--- src/rtl/imm_encode_loader.sv ---
// Packs a 32-bit immediate into RV32I instruction fields and streams the merged word with its write address.
// Two-stage elastic pipeline. Define IMM_RANGE_CHECK_EN to flag immediates that do not fit their format.
module imm_encode_loader #(
    parameter int address_width = 32,
    parameter int BASE_ADDR     = 0,
    parameter int DEPTH         = 1024
) (
    input  logic                     clk,
    input  logic                     rst_n,
    input  logic                     flush,
    input  logic                     in_valid,
    output logic                     in_ready,
    input  logic [address_width-1:0] in_imm,
    input  logic [2:0]               in_ImmSrc,
    input  logic [address_width-1:0] in_base,
    output logic                     out_valid,
    input  logic                     out_ready,
    output logic [address_width-1:0] out_instr,
    output logic [address_width-1:0] out_addr,
    output logic                     out_err
);

    localparam logic [2:0] SRC_I = 3'd0;
    localparam logic [2:0] SRC_S = 3'd1;
    localparam logic [2:0] SRC_B = 3'd2;
    localparam logic [2:0] SRC_U = 3'd3;
    localparam logic [2:0] SRC_J = 3'd4;

    localparam logic [address_width-1:0] FIRST_ADDR = address_width'(BASE_ADDR);
    localparam logic [address_width-1:0] LAST_ADDR  = address_width'(BASE_ADDR + 4 * (DEPTH - 1));

    // Scatter immediate bits into their format positions; everything else comes from the base word.
    function automatic logic [31:0] pack_imm(input logic [31:0] imm,
                                             input logic [2:0]  src,
                                             input logic [31:0] base);
        logic [31:0] w;
        w = base;
        case (src)
            SRC_I: w[31:20] = imm[11:0];
            SRC_S: begin
                w[31:25] = imm[11:5];
                w[11:7]  = imm[4:0];
            end
            SRC_B: begin
                w[31]    = imm[12];
                w[30:25] = imm[10:5];
                w[11:8]  = imm[4:1];
                w[7]     = imm[11];
            end
            SRC_U: w[31:12] = imm[31:12];
            SRC_J: begin
                w[31]    = imm[20];
                w[30:21] = imm[10:1];
                w[20]    = imm[11];
                w[19:12] = imm[19:12];
            end
            default: w = base;
        endcase
        return w;
    endfunction

`ifdef IMM_RANGE_CHECK_EN
    // An immediate fits when sign-extending its encodable bits reproduces it exactly.
    function automatic logic range_err(input logic [31:0] imm, input logic [2:0] src);
        logic err;
        case (src)
            SRC_I, SRC_S: err = (imm != {{20{imm[11]}}, imm[11:0]});
            SRC_B:        err = (imm != {{19{imm[12]}}, imm[12:0]}) || imm[0];
            SRC_U:        err = (imm[11:0] != 12'd0);
            SRC_J:        err = (imm != {{11{imm[20]}}, imm[20:0]}) || imm[0];
            default:      err = 1'b1;
        endcase
        return err;
    endfunction
`endif

    logic                     s1_valid;
    logic [address_width-1:0] s1_imm;
    logic [2:0]               s1_src;
    logic [address_width-1:0] s1_base;
`ifdef IMM_RANGE_CHECK_EN
    logic                     s1_err;
    logic                     s2_err;
`endif

    logic s2_free;
    logic s1_adv;
    logic accept;
    logic out_fire;

    always_comb begin
        s2_free  = !out_valid || out_ready;
        s1_adv   = s1_valid && s2_free;
        in_ready = !flush && (!s1_valid || s2_free);
        accept   = in_valid && in_ready;
        out_fire = out_valid && out_ready && !flush;
    end

    // Stage 1: capture the request and its range flag.
    always_ff @(posedge clk or negedge rst_n) begin
        if (!rst_n) begin
            s1_valid <= 1'b0;
            s1_imm   <= '0;
            s1_src   <= '0;
            s1_base  <= '0;
`ifdef IMM_RANGE_CHECK_EN
            s1_err   <= 1'b0;
`endif
        end else if (flush) begin
            s1_valid <= 1'b0;
        end else begin
            s1_valid <= accept || (s1_valid && !s1_adv);
            if (accept) begin
                s1_imm  <= in_imm;
                s1_src  <= in_ImmSrc;
                s1_base <= in_base;
`ifdef IMM_RANGE_CHECK_EN
                s1_err  <= range_err(in_imm, in_ImmSrc);
`endif
            end
        end
    end

    // Stage 2: merged word is held steady until the consumer takes it.
    always_ff @(posedge clk or negedge rst_n) begin
        if (!rst_n) begin
            out_valid <= 1'b0;
            out_instr <= '0;
`ifdef IMM_RANGE_CHECK_EN
            s2_err    <= 1'b0;
`endif
        end else if (flush) begin
            out_valid <= 1'b0;
        end else begin
            out_valid <= s1_adv || (out_valid && !out_ready);
            if (s1_adv) begin
                out_instr <= pack_imm(s1_imm, s1_src, s1_base);
`ifdef IMM_RANGE_CHECK_EN
                s2_err    <= s1_err;
`endif
            end
        end
    end

    // Write address advances per delivered word and wraps at the end of instruction memory.
    always_ff @(posedge clk or negedge rst_n) begin
        if (!rst_n) begin
            out_addr <= FIRST_ADDR;
        end else if (flush) begin
            out_addr <= FIRST_ADDR;
        end else if (out_fire) begin
            out_addr <= (out_addr == LAST_ADDR) ? FIRST_ADDR : out_addr + address_width'(4);
        end
    end

`ifdef IMM_RANGE_CHECK_EN
    assign out_err = s2_err;
`else
    assign out_err = 1'b0;
`endif

endmodule
--- config.mk ---
export PLATFORM = sky130hd
export DESIGN_NAME = imm_encode_loader
export DESIGN_NICKNAME = d
export VERILOG_FILES = /design/src/rtl/imm_encode_loader.sv
export SDC_FILE = /design/constraint.sdc
export NUM_CORES = 1
export LEC_CHECK = 0
export CAP_MARGIN = 5
export CELL_PAD_IN_SITES_DETAIL_PLACEMENT = 1
export CELL_PAD_IN_SITES_GLOBAL_PLACEMENT = 2
export CORE_ASPECT_RATIO = 1.1
export CORE_UTILIZATION = 40
export DETAILED_ROUTE_END_ITERATION = 8
export DONT_BUFFER_PORTS = 1
export PLACE_DENSITY = 0.86
export SYNTH_ARGS = -nofsm -noshare
export SYNTH_HDL_FRONTEND = slang
export SYNTH_SLANG_ARGS = --single-unit
--- constraint.sdc ---
create_clock -name clk -period 2.5 [get_ports clk]
set_input_delay 0.625 -clock clk [delete_from_list [all_inputs] [get_ports clk]]
set_output_delay 0.625 -clock clk [all_outputs]
set_load 0.005 [all_outputs]
==> flow_metrics.py <==
metrics = {
    "global_routing": {
        "track_usage_pct": 21.0,
        "grt_pass1_wl_mm": 24.5,
        "grt_overflow": 0,
        "grt_pass1_vias": 4621,
        "grt_max_degree": 132,
        "antenna_found_initial": 2,
    },
    "worst_setup_path": {
        "max_stage_delay_ns": 0.56,
        "worst_ep_arrival_time_ns": 2.55,
        "path_class": "reg -> reg",
        "crit_family": "simple AND/OR/NAND/NOR gates",
        "critical_path.cell_chain": "or4b_1 -> nor4_2 -> a211oi_4 -> a41oi_1 -> a31oi_1",
        "worstSetupEndpointType": "flip-flop",
        "cp-start-kind": "flip-flop",
        "crit_fanout": 21,
        "cp.buffers_inverters": 0,
        "cp.required_ns": 2.78,
        "critPathSlowestCell": "or4b_1",
    },
    "synthesis": {
        "ys_seq_area_share_pct": 55.4,
        "ys_types": 56,
        "synth_warnings": 0,
        "syn_area_sq_mm": 0.00592,
        "async_reset_ff_share_pct": 100,
        "synth_edf_count": 0,
        "avgSynthCellArea_sq_um": 11.3,
        "synth_ff_type": "dfrtp_1",
        "synth_seq_cells": 131,
        "postSynthCellCount": 524,
    },
    "routing": {
        "drt-total-wl_mm": 15.1,
        "antenna_left": 0,
        "first_pass_iters": 6,
        "vias": 4138,
        "drc_errors": 0,
        "wl_per_cell_um": 20.3,
        "drt_iter0_drc": 157,
        "viasPerCell": 5.57,
    },
    "timing": {
        "worst_slack_ns": 0.231,
        "finalSetupTns_ns": 0,
        "skew_ns": 0.00884,
        "drv_slew": 0,
        "max-slew-margin-rel_pct": 43.5,
        "max_freq_ghz": 0.441,
        "rsz0062_at_grt": "false",
        "finalCritPeriodShare_pct": 90.8,
        "hold_violations": 131,
        "post-route-min-period_ns": 2.27,
        "holdWs_ns": -0.0985,
        "setup_viol": 0,
        "tightestPinTransition_ns": 0.844,
    },
    "pwr": {
        "p_sw_share_pct": 24.4,
        "seqPwrFrac_pct": 45.1,
        "p_int_uw": 4500,
        "total_power_uw": 5950,
        "peakVddDrop_mv": 0.473,
        "p_per_area_mw_per_mm2": 866,
        "p_leak_uw": 0.00294,
        "clockPowerShare_pct": 44.3,
        "switchingPower_uw": 1460,
        "power_frac_comb_pct": 10.6,
    },
    "floorplan": {
        "fp-row-count": 46,
        "dieArea_sq_mm": 0.0153,
        "ios": 139,
        "die_y_um": 130,
        "core_area_sq_mm": 0.0144,
        "initial_utilization_pct": 41.0,
        "fp.dieW_um": 118,
    },
    "layout": {
        "area_growth_pct": 16.1,
        "final_layout_size_suffix_gt1_share_pct": 24.9,
        "final_cell_mix": "dfrtp_1, mux2_2, nand2_1",
        "final_common_cell": "dfrtp_1",
        "diodes": 0,
        "design_area_sq_mm": 0.00687,
        "fin_nets": 613,
    },
    "clocking": {
        "cts_root_buf": "clkbuf_16",
        "clock_path_buffers": 2,
        "cts_tree": "built",
        "cts_sinks": 131,
        "insertion_delay_ns": 0.42,
        "cts_max_level": 4,
        "cts_buffers": 17,
        "clkTransAtPathRegs_ns": 0.06,
    },
    "hold_path": {
        "min_path_type": "in -> async",
    },
    "flow_run": {
        "drv_cap": 0,
    },
    "placed_design": {
        "place_area_sq_mm": 0.00624,
        "numPortBuffers": 0,
        "dp_slack_ns": 0.109,
        "finalWeightedCongestion": 0.850,
        "place_hpwl_mm": 10.5,
    },
    "run_status": {
        "status": "complete, but fails checks",
        "violations": "negative hold slack",
    },
}
==> power by group through the flow <==
stage	logic [uW]	registers, uW	clock network [uW]
after CTS	643	2690	2700
after detailed placement	634	2720	0
after global routing	705	2730	2770
after floorplan	515	2610	0
after global placement	591	2700	0
final	632	2690	2630
==> repair_timing <==
item	CTS	global route
setup buffers	0	0
hold endpoints to repair	131	131
resized for setup	0	1
setup endpoints to repair	0	9
==> area by class of cell <==
class | instances | area [sq um]
inverter | 6 | 22.5
multi-input combinational | 358 | 2490
clock buffer | 22 | 474
timing repair buffer | 25 | 213
tap | 192 | 240
fill | 1533 | 7580
clock inverter | 9 | 153
sequential | 131 | 3280
==> logic make-up after synthesis <==
kind of cell	share of synthesized area [%]
AO/OA/AOI/OAI	8.95
XOR/XNOR	1.78
adder cells (fa/ha/maj)	0.423
buffers and inverters	2.90
flip-flops	55.4
multiplexers	16.7
other	0.0634
AND/OR/NAND/NOR	13.7
==> synthesized netlist by cell type, drive strengths merged, types with 2 or more instances <==
cell type / n / area [sq um]
dfrtp: 131 / 3280
mux2: 72 / 811
nand2: 67 / 251
nor2: 35 / 131
o21ai: 29 / 145
a21oi: 21 / 105
mux2i: 18 / 180
buf: 16 / 92.6
clkbuf: 15 / 56.3
nand3: 10 / 55.1
nand4: 8 / 56.3
nor3: 8 / 40.0
xnor2: 8 / 70.1
a31oi: 7 / 43.8
o22ai: 7 / 43.8
o31ai: 7 / 52.6
inv: 6 / 22.5
nor4: 6 / 50.0
or3: 6 / 37.5
or4b: 5 / 53.8
nand2b: 4 / 25.0
xor2: 4 / 35.0
a41oi: 3 / 26.3
nor3b: 3 / 22.5
or4: 3 / 26.3
and3: 2 / 12.5
ha: 2 / 25.0
nand3b: 2 / 15.0
o211ai: 2 / 20.0
==> registers in the layout, indices dropped and copies added (netlist names) <==
| register | count |
|---|---|
| out_valid | 1 |
| out_instr | 32 |
| s1_base | 32 |
| out_addr | 30 |
| s1_src | 3 |
| s1_valid | 1 |
| s1_imm | 32 |
==> path summary, 6_finish.rpt <==
path | from | slack [ns] | endpoint | cells past startpoint
setup / recovery | out_addr[15]$_DFFE_PN0P_ | 0.23 | out_addr[29]$_DFFE_PN0P_ | 5
hold / removal | rst_n | -0.1 | out_addr[12]$_DFFE_PN0P_ | 0
setup reg to reg | out_addr[15]$_DFFE_PN0P_ | 0.23 | out_addr[29]$_DFFE_PN0P_ | 5
hold reg to reg | s1_base[4]$_DFFE_PN0P_ | 0.47 | out_instr[4]$_DFFE_PN0P_ | 2
max in group asynchronous | rst_n | 2.30 | s1_base[6]$_DFFE_PN0P_ | 0
min in group clk | flush | 0.28 | out_valid$_DFF_PN0_ | 1
==> stage by stage <==
step	cells	hold WS, ns	utilization, %
after floorplan	526	0.329	-
after global placement	712	0.332	43.2
after detailed placement	712	0.332	43.2
after CTS	743	-0.118	47.5
after global routing	743	-0.121	47.6
final	743	-0.0985	47.6
==> metal layers <==
layer  GRT usage (%)  share of wire [%]  routed length (um)  up-vias
li1                -                  -                   -     1897
met1            21.7                 37                5650     2111
met2            38.1                 53                7960      108
met3            9.29                8.3                1250       20
met4            7.24                1.4                 214        2
met5               0              0.066                  10        -
No activity file was read; power rests on OpenSTA's default activity.
